$ cat config.mk
export PLATFORM = sky130hd
export DESIGN_NAME = ir_tx_scheduler
export DESIGN_NICKNAME = d
export VERILOG_FILES = /design/src/rtl/ir_pkg.sv /design/src/rtl/ir_tx_scheduler_rr_arbiter.sv /design/src/rtl/ir_tx_scheduler.sv
export SDC_FILE = /design/constraint.sdc
export NUM_CORES = 1
export LEC_CHECK = 0
export BUFFER_PORTS_ARGS = -buffer_cell sky130_fd_sc_hd__clkbuf_2
export CAP_MARGIN = 20
export CORE_ASPECT_RATIO = 1.1
export CORE_MARGIN = 2
export CORE_UTILIZATION = 52
export DETAILED_ROUTE_END_ITERATION = 10
export PLACE_DENSITY_LB_ADDON = 0.08
export SLEW_MARGIN = 20
export SYNTH_ARGS = -nofsm -noshare
export SYNTH_HDL_FRONTEND = slang
export SYNTH_SLANG_ARGS = --single-unit
$ cat constraint.sdc
create_clock -name clk -period 2.9 [get_ports clk]
set_clock_uncertainty 0.1 [all_clocks]
set_input_delay 0.58 -clock clk [delete_from_list [all_inputs] [get_ports clk]]
set_output_delay 0.58 -clock clk [all_outputs]
set_load 0.02 [all_outputs]
$ cat src/rtl/ir_pkg.sv
// Shared definitions for the NEC IR transmit scheduler.
//   state_t               : scheduler FSM states
//   NEC_FRAME_CYCLES_50M  : 108 ms NEC start-to-start period in 50 MHz cycles
//   NEC_ADDR_W/NEC_CMD_W  : NEC address and command widths
//   FRAME_CNT_W           : width of the frame-period counter
//   clog2()               : index width helper, never returns less than 1
package ir_pkg;

  typedef enum logic [2:0] {
    IDLE,
    ISSUE,
    WAIT_ACK,
    WAIT_DONE,
    GAP
  } state_t;

  localparam int NEC_FRAME_CYCLES_50M = 5_400_000;
  localparam int NEC_ADDR_W           = 8;
  localparam int NEC_CMD_W            = 8;
  localparam int FRAME_CNT_W          = 23;

  function automatic int clog2(input int value);
    int width;
    width = 1;
    while ((1 << width) < value) width++;
    return width;
  endfunction

endpackage

$ cat src/rtl/ir_tx_scheduler_rr_arbiter.sv
// Combinational round-robin picker.
//   req      : request vector
//   last     : index of the previous winner; search starts at last+1 with wrap
//   pick     : one-hot winner (all zero when nothing requests)
//   pick_idx : binary index of the winner
//   any_req  : at least one request is present
// The priority pointer itself is owned by the instantiating module.
module rr_arbiter
  import ir_pkg::*;
#(
  parameter int N = 4
) (
  input  logic [N-1:0]          req,
  input  logic [clog2(N)-1:0]   last,
  output logic [N-1:0]          pick,
  output logic [clog2(N)-1:0]   pick_idx,
  output logic                  any_req
);

  localparam int IW = clog2(N);

  // cand[gi] is the requester examined at search position gi (gi=0 first).
  logic [IW-1:0] cand [N];

  for (genvar gi = 0; gi < N; gi++) begin : g_cand
    logic [IW:0] sum;
    assign sum      = {1'b0, last} + (IW+1)'(gi + 1);
    assign cand[gi] = (sum >= (IW+1)'(N)) ? IW'(sum - (IW+1)'(N)) : sum[IW-1:0];
  end

  // Walk from the lowest-priority position down so the earliest hit wins.
  always_comb begin
    pick_idx = '0;
    any_req  = 1'b0;
    for (int k = N - 1; k >= 0; k--) begin
      if (req[cand[k]]) begin
        pick_idx = cand[k];
        any_req  = 1'b1;
      end
    end
  end

  assign pick = any_req ? (N'(1) << pick_idx) : '0;

endmodule

$ cat src/rtl/ir_tx_scheduler.sv
// Shares one NEC IR transmitter among N_REQ requesters.
//   clk, rst            : 50 MHz clock, synchronous active-high reset
//   req/req_hold        : per-requester request level / repeat-while-held
//   req_addr/req_cmd    : packed 8-bit NEC address/command per requester
//   gnt                 : one-hot pulse on the cycle a full frame launches
//   tx_send/tx_repeat   : launch strobe and repeat-code flag to the transmitter
//   tx_addr/tx_cmd      : frame contents, stable from launch to next launch
//   tx_busy             : transmitter busy handshake
//   busy                : scheduler not idle
//   owner               : last granted requester (round-robin pointer)
//   err_timeout         : pulse when tx_busy never acknowledged a launch
module ir_tx_scheduler
  import ir_pkg::*;
#(
  parameter int N_REQ        = 4,
  parameter int FRAME_CYCLES = NEC_FRAME_CYCLES_50M,
  parameter int ACK_TIMEOUT  = 64,
  parameter int MAX_RPT      = 32
) (
  input  logic                        clk,
  input  logic                        rst,
  input  logic [N_REQ-1:0]            req,
  input  logic [N_REQ-1:0]            req_hold,
  input  logic [NEC_ADDR_W*N_REQ-1:0] req_addr,
  input  logic [NEC_CMD_W*N_REQ-1:0]  req_cmd,
  output logic [N_REQ-1:0]            gnt,
  output logic                        tx_send,
  output logic                        tx_repeat,
  output logic [NEC_ADDR_W-1:0]       tx_addr,
  output logic [NEC_CMD_W-1:0]        tx_cmd,
  input  logic                        tx_busy,
  output logic                        busy,
  output logic [clog2(N_REQ)-1:0]     owner,
  output logic                        err_timeout
);

  localparam int IW = clog2(N_REQ);
  localparam int RW = clog2(MAX_RPT + 1);
  localparam logic [FRAME_CNT_W-1:0] FC_LAST  = FRAME_CNT_W'(FRAME_CYCLES - 1);
  localparam logic [FRAME_CNT_W-1:0] ACK_LAST = FRAME_CNT_W'(ACK_TIMEOUT - 1);

  state_t                 state_reg;
  logic [FRAME_CNT_W-1:0] frame_cnt_reg;
  logic [RW-1:0]          rpt_cnt_reg;
  logic                   hold_reg;

  logic [N_REQ-1:0] arb_pick;
  logic [IW-1:0]    arb_idx;
  logic             arb_any;

  rr_arbiter #(.N(N_REQ)) u_arb (
    .req      (req),
    .last     (owner),
    .pick     (arb_pick),
    .pick_idx (arb_idx),
    .any_req  (arb_any)
  );

  // The frame counter reads 0 on the tx_send cycle, so reaching FC_LAST with
  // the transmitter idle means the next launch lands exactly FRAME_CYCLES on.
  logic frame_done;
  logic decide;
  logic rpt_ok;
  logic launch_new;
  logic launch_rpt;

  assign frame_done = (frame_cnt_reg >= FC_LAST) && !tx_busy;
  // WAIT_DONE decides directly when busy drops after the period has elapsed,
  // so an overlong transmission is followed by a launch one cycle later.
  assign decide     = ((state_reg == GAP) || (state_reg == WAIT_DONE)) && frame_done;
  assign rpt_ok     = req[owner] && req_hold[owner] && hold_reg &&
                      (rpt_cnt_reg < RW'(MAX_RPT));
  assign launch_rpt = decide && rpt_ok;
  assign launch_new = arb_any &&
                      (((state_reg == IDLE) && !tx_busy) || (decide && !rpt_ok));

  assign busy = (state_reg != IDLE);

  always_ff @(posedge clk) begin
    if (rst) begin
      state_reg     <= IDLE;
      frame_cnt_reg <= '0;
      rpt_cnt_reg   <= '0;
      hold_reg      <= 1'b0;
      gnt           <= '0;
      tx_send       <= 1'b0;
      tx_repeat     <= 1'b0;
      tx_addr       <= '0;
      tx_cmd        <= '0;
      owner         <= IW'(N_REQ - 1);
      err_timeout   <= 1'b0;
    end else begin
      gnt         <= '0;
      tx_send     <= 1'b0;
      err_timeout <= 1'b0;
      if (frame_cnt_reg != FC_LAST) frame_cnt_reg <= frame_cnt_reg + 1'b1;

      if (launch_new) begin
        state_reg     <= ISSUE;
        frame_cnt_reg <= '0;
        rpt_cnt_reg   <= '0;
        hold_reg      <= req_hold[arb_idx];
        gnt           <= arb_pick;
        tx_send       <= 1'b1;
        tx_repeat     <= 1'b0;
        tx_addr       <= req_addr[int'(arb_idx)*NEC_ADDR_W +: NEC_ADDR_W];
        tx_cmd        <= req_cmd[int'(arb_idx)*NEC_CMD_W +: NEC_CMD_W];
        owner         <= arb_idx;
      end else if (launch_rpt) begin
        // Repeat code: same owner and payload, no grant pulse.
        state_reg     <= ISSUE;
        frame_cnt_reg <= '0;
        rpt_cnt_reg   <= rpt_cnt_reg + 1'b1;
        tx_send       <= 1'b1;
        tx_repeat     <= 1'b1;
      end else begin
        case (state_reg)
          ISSUE:     state_reg <= WAIT_ACK;
          WAIT_ACK: begin
            if (tx_busy) begin
              state_reg <= WAIT_DONE;
            end else if (frame_cnt_reg >= ACK_LAST) begin
              err_timeout <= 1'b1;
              state_reg   <= GAP;
            end
          end
          WAIT_DONE: if (!tx_busy) state_reg <= frame_done ? IDLE : GAP;
          GAP:       if (frame_done) state_reg <= IDLE;
          default:   state_reg <= IDLE;
        endcase
      end
    end
  end

endmodule

==> run metrics <==
crit path kind reg -> reg; Via density 5.49; final setup TNS 0 ns; fin crit period 2.44 ns; DP Area about 4000 sq um; period utilization 0.842; Longest Clk Path Bufs 2; Post-DRT Antenna Nets 0; number of global-route vias before repair approximately 2800; max reg flops 23; worst-skew pair later-pin latency 0.33 ns; Leak 1.94 nW; RSZ-0062 raised after global routing no; PostCTS Resize Cnt 0; Layout area overhead 22.1%; Data required, critical path a little over 3 ns; DP Wirelength between 6000 and 7000 um; CP max FO 19; drt wl/cell approximately 14 um; R2R setup slack roughly 0.46 ns; Cells after Synth 401; Starting Density 0.533; Final Cell Area about 4200 sq um; Iteration-0 DRC Markers 110; worst path arrival time 2.58 ns; Min Hold Slack approximately 0.37 ns; clock sink count 58; routed wire length on met2 3830 um; Synth Net Count 478; Final GP Congestion approximately 0.81; r2r worst-path depth 8; setup repair bufs after CTS 0; drt drc 0; Nets between 500 and 600; Highest Signal Layer met4; IO Port Bufs 100; H-tree levels 3; CTS Buf Count 9; initial antenna violation count 0; EDFF count, synth 0; setup ws final 0.459 ns; met1 wire length around 3800 um; row cnt 31; Hold Path Stages 2; synth unique cells 54; Synth Register Bits just under 60; hold_sp tx_cmd[2]$_SDFFE_PP0P_; Top FF cell, synth dfxtp_1; Reg clk slew, reported paths 0.06 ns; async set-or-reset flop fraction in the synthesized netlist 0; final hold vios 0; hold_buf cts 0; die width ~82 um; Worst-Margin Slew between 0.8 and 0.9 ns; first-pass GRT wire length approximately 13000 um; Syn. warnings 0; reg2reg start frame_cnt_reg[0]$_SDFFE_PP0P_; drt first pass iters 4; Vias around 3200; Die H around 90 um; post-synthesis sequential area ratio 0.334; root buffer cell clkbuf_8; reg-to-reg endpoint gnt[0]$_SDFF_PP0_; share of layout cells above drive strength 1 0.282; Total Routed Length slightly above 8000 um; Max transition margin 0.453; ANT cells 0; I/O pins just over 100; Pins Over Slew Limit 0; Final setup viols 0; WHS Endpoint tx_cmd[2]$_SDFFE_PP0P_; largest net degree at the start of global routing 39; overall global routing resource usage 0.225; die area around 7300 sq um; routed wl met3 544 um; Post-Syn Area between 3000 and 4000 sq um; Max Clk Rate ~410 MHz; Crit. End Element flip-flop; Total Power ~2.2 mW; Mean Syn Cell Area a little under 9 sq um; Congestion Overflow GR 0; CTS tree built; status finished, final reports clean; HP Class reg -> reg; core area 6520 sq um; number of max-cap violations 0; critical path launch point type flip-flop; power per cell area 515 nW/um^2; Setup WS pre-CTS 0.486 ns; Peak VDD IR about 410 uV
## report_power, final
part           leakage [nW]  switching, mW  internal [mW]
Clock                 0.115          0.293          0.509
Combinational          1.35          0.281          0.220
Sequential            0.472         0.0376          0.842
## cells in the mapped netlist (all sizes together), types with 2 or more instances
cell type / number / area share
a21oi: 6 / 0.0086
nand4: 4 / 0.0072
dlygate4sd3: 2 / 0.0058
a221oi: 2 / 0.0068
or2: 2 / 0.0036
mux2i: 39 / 0.11
o211ai: 5 / 0.011
nand2b: 19 / 0.035
a211oi: 36 / 0.078
o22ai: 3 / 0.0090
nand2: 16 / 0.017
and3: 9 / 0.017
dfxtp: 58 / 0.33
nor2b: 5 / 0.0090
a211o: 18 / 0.045
and4: 2 / 0.0050
nand3: 11 / 0.016
inv: 27 / 0.029
buf: 13 / 0.028
clkbuf: 8 / 0.0086
nor3b: 2 / 0.0043
ha: 2 / 0.0072
nor4: 8 / 0.014
nor2: 42 / 0.045
a21o: 3 / 0.0068
nor3: 16 / 0.025
xnor2: 9 / 0.023
or4: 2 / 0.0043
xor2: 14 / 0.035
o21ai: 4 / 0.0058
## layer usage
layer | global-route usage | vias up
met5 | 0 | -
met4 | 0.0625 | 0
met3 | 0.0482 | 6
met2 | 0.363 | 89
met1 | 0.299 | 1467
li1 | - | 1631
## cell type report
cell class                      count  area (sq um)
Tap cell                           82           103
Timing Repair Buffer              109           593
Clock inverter                      1          30.0
Clock buffer                       14           193
Inverter                           27           101
Fill cell                         571          2280
Sequential cell                    58          1160
Multi-Input combinational cell    291          2060
## metrics by stage
step,std cells,util
after floorplan,401,-
after global placement,567,0.617
after detailed placement,567,0.617
after CTS,582,0.651
after global routing,582,0.651
final,582,0.651
## kinds of logic (layout without fill, tap and decap cells)
family | after synthesis | count (layout) | share of synthesized area
AND/OR/NAND/NOR | 143 | 143 | 0.221
buffers and inverters | 52 | 151 | 0.0778
flip-flops | 58 | 58 | 0.334
adder cells (fa/ha/maj) | 2 | 2 | 0.00721
multiplexers | 39 | 39 | 0.112
AO/OA/AOI/OAI | 84 | 84 | 0.189
XOR/XNOR | 23 | 23 | 0.0580
## worst max-delay path, cell delays in order (launching register included)
cell and delay (ns):
dfxtp_1 0.41, ha_1 0.26, a21oi_1 0.07, o21ai_0 0.29
nor4b_4 0.41, or2_1 0.21, a31oi_2 0.09, buf_4 0.25
nor4_1 0.26
## how the worst max path moves through the flow
| stage | from | end | slack [ns] |
|---|---|---|---|
| floorplan | req[0] | tx_addr[0]$_SDFFE_PP0P_ | 0.65 |
| global placement | frame_cnt_reg[0]$_SDFFE_PP0P_ | gnt[0]$_SDFF_PP0_ | 0.54 |
| detailed placement | req[0] | tx_cmd[4]$_SDFFE_PP0P_ | 0.49 |
| CTS | frame_cnt_reg[0]$_SDFFE_PP0P_ | gnt[0]$_SDFF_PP0_ | 0.46 |
| global route | frame_cnt_reg[0]$_SDFFE_PP0P_ | gnt[0]$_SDFF_PP0_ | 0.21 |
| finish | frame_cnt_reg[0]$_SDFFE_PP0P_ | gnt[0]$_SDFF_PP0_ | 0.46 |
## layout by cell type (no fill, tap or decap), drive strengths merged, types with 3 or more instances in the layout
| cell type | count |
|---|---|
| a211o | 18 |
| a211oi | 36 |
| a21o | 3 |
| a21oi | 6 |
| and3 | 9 |
| buf | 9 |
| clkbuf | 114 |
| dfxtp | 58 |
| inv | 27 |
| mux2i | 39 |
| nand2 | 16 |
| nand2b | 19 |
| nand3 | 11 |
| nand4 | 4 |
| nor2 | 42 |
| nor2b | 5 |
| nor3 | 16 |
| nor4 | 8 |
| o211ai | 5 |
| o21ai | 4 |
| o22ai | 3 |
| xnor2 | 9 |
| xor2 | 14 |
Note: power is estimated with default switching activity, not from simulation.
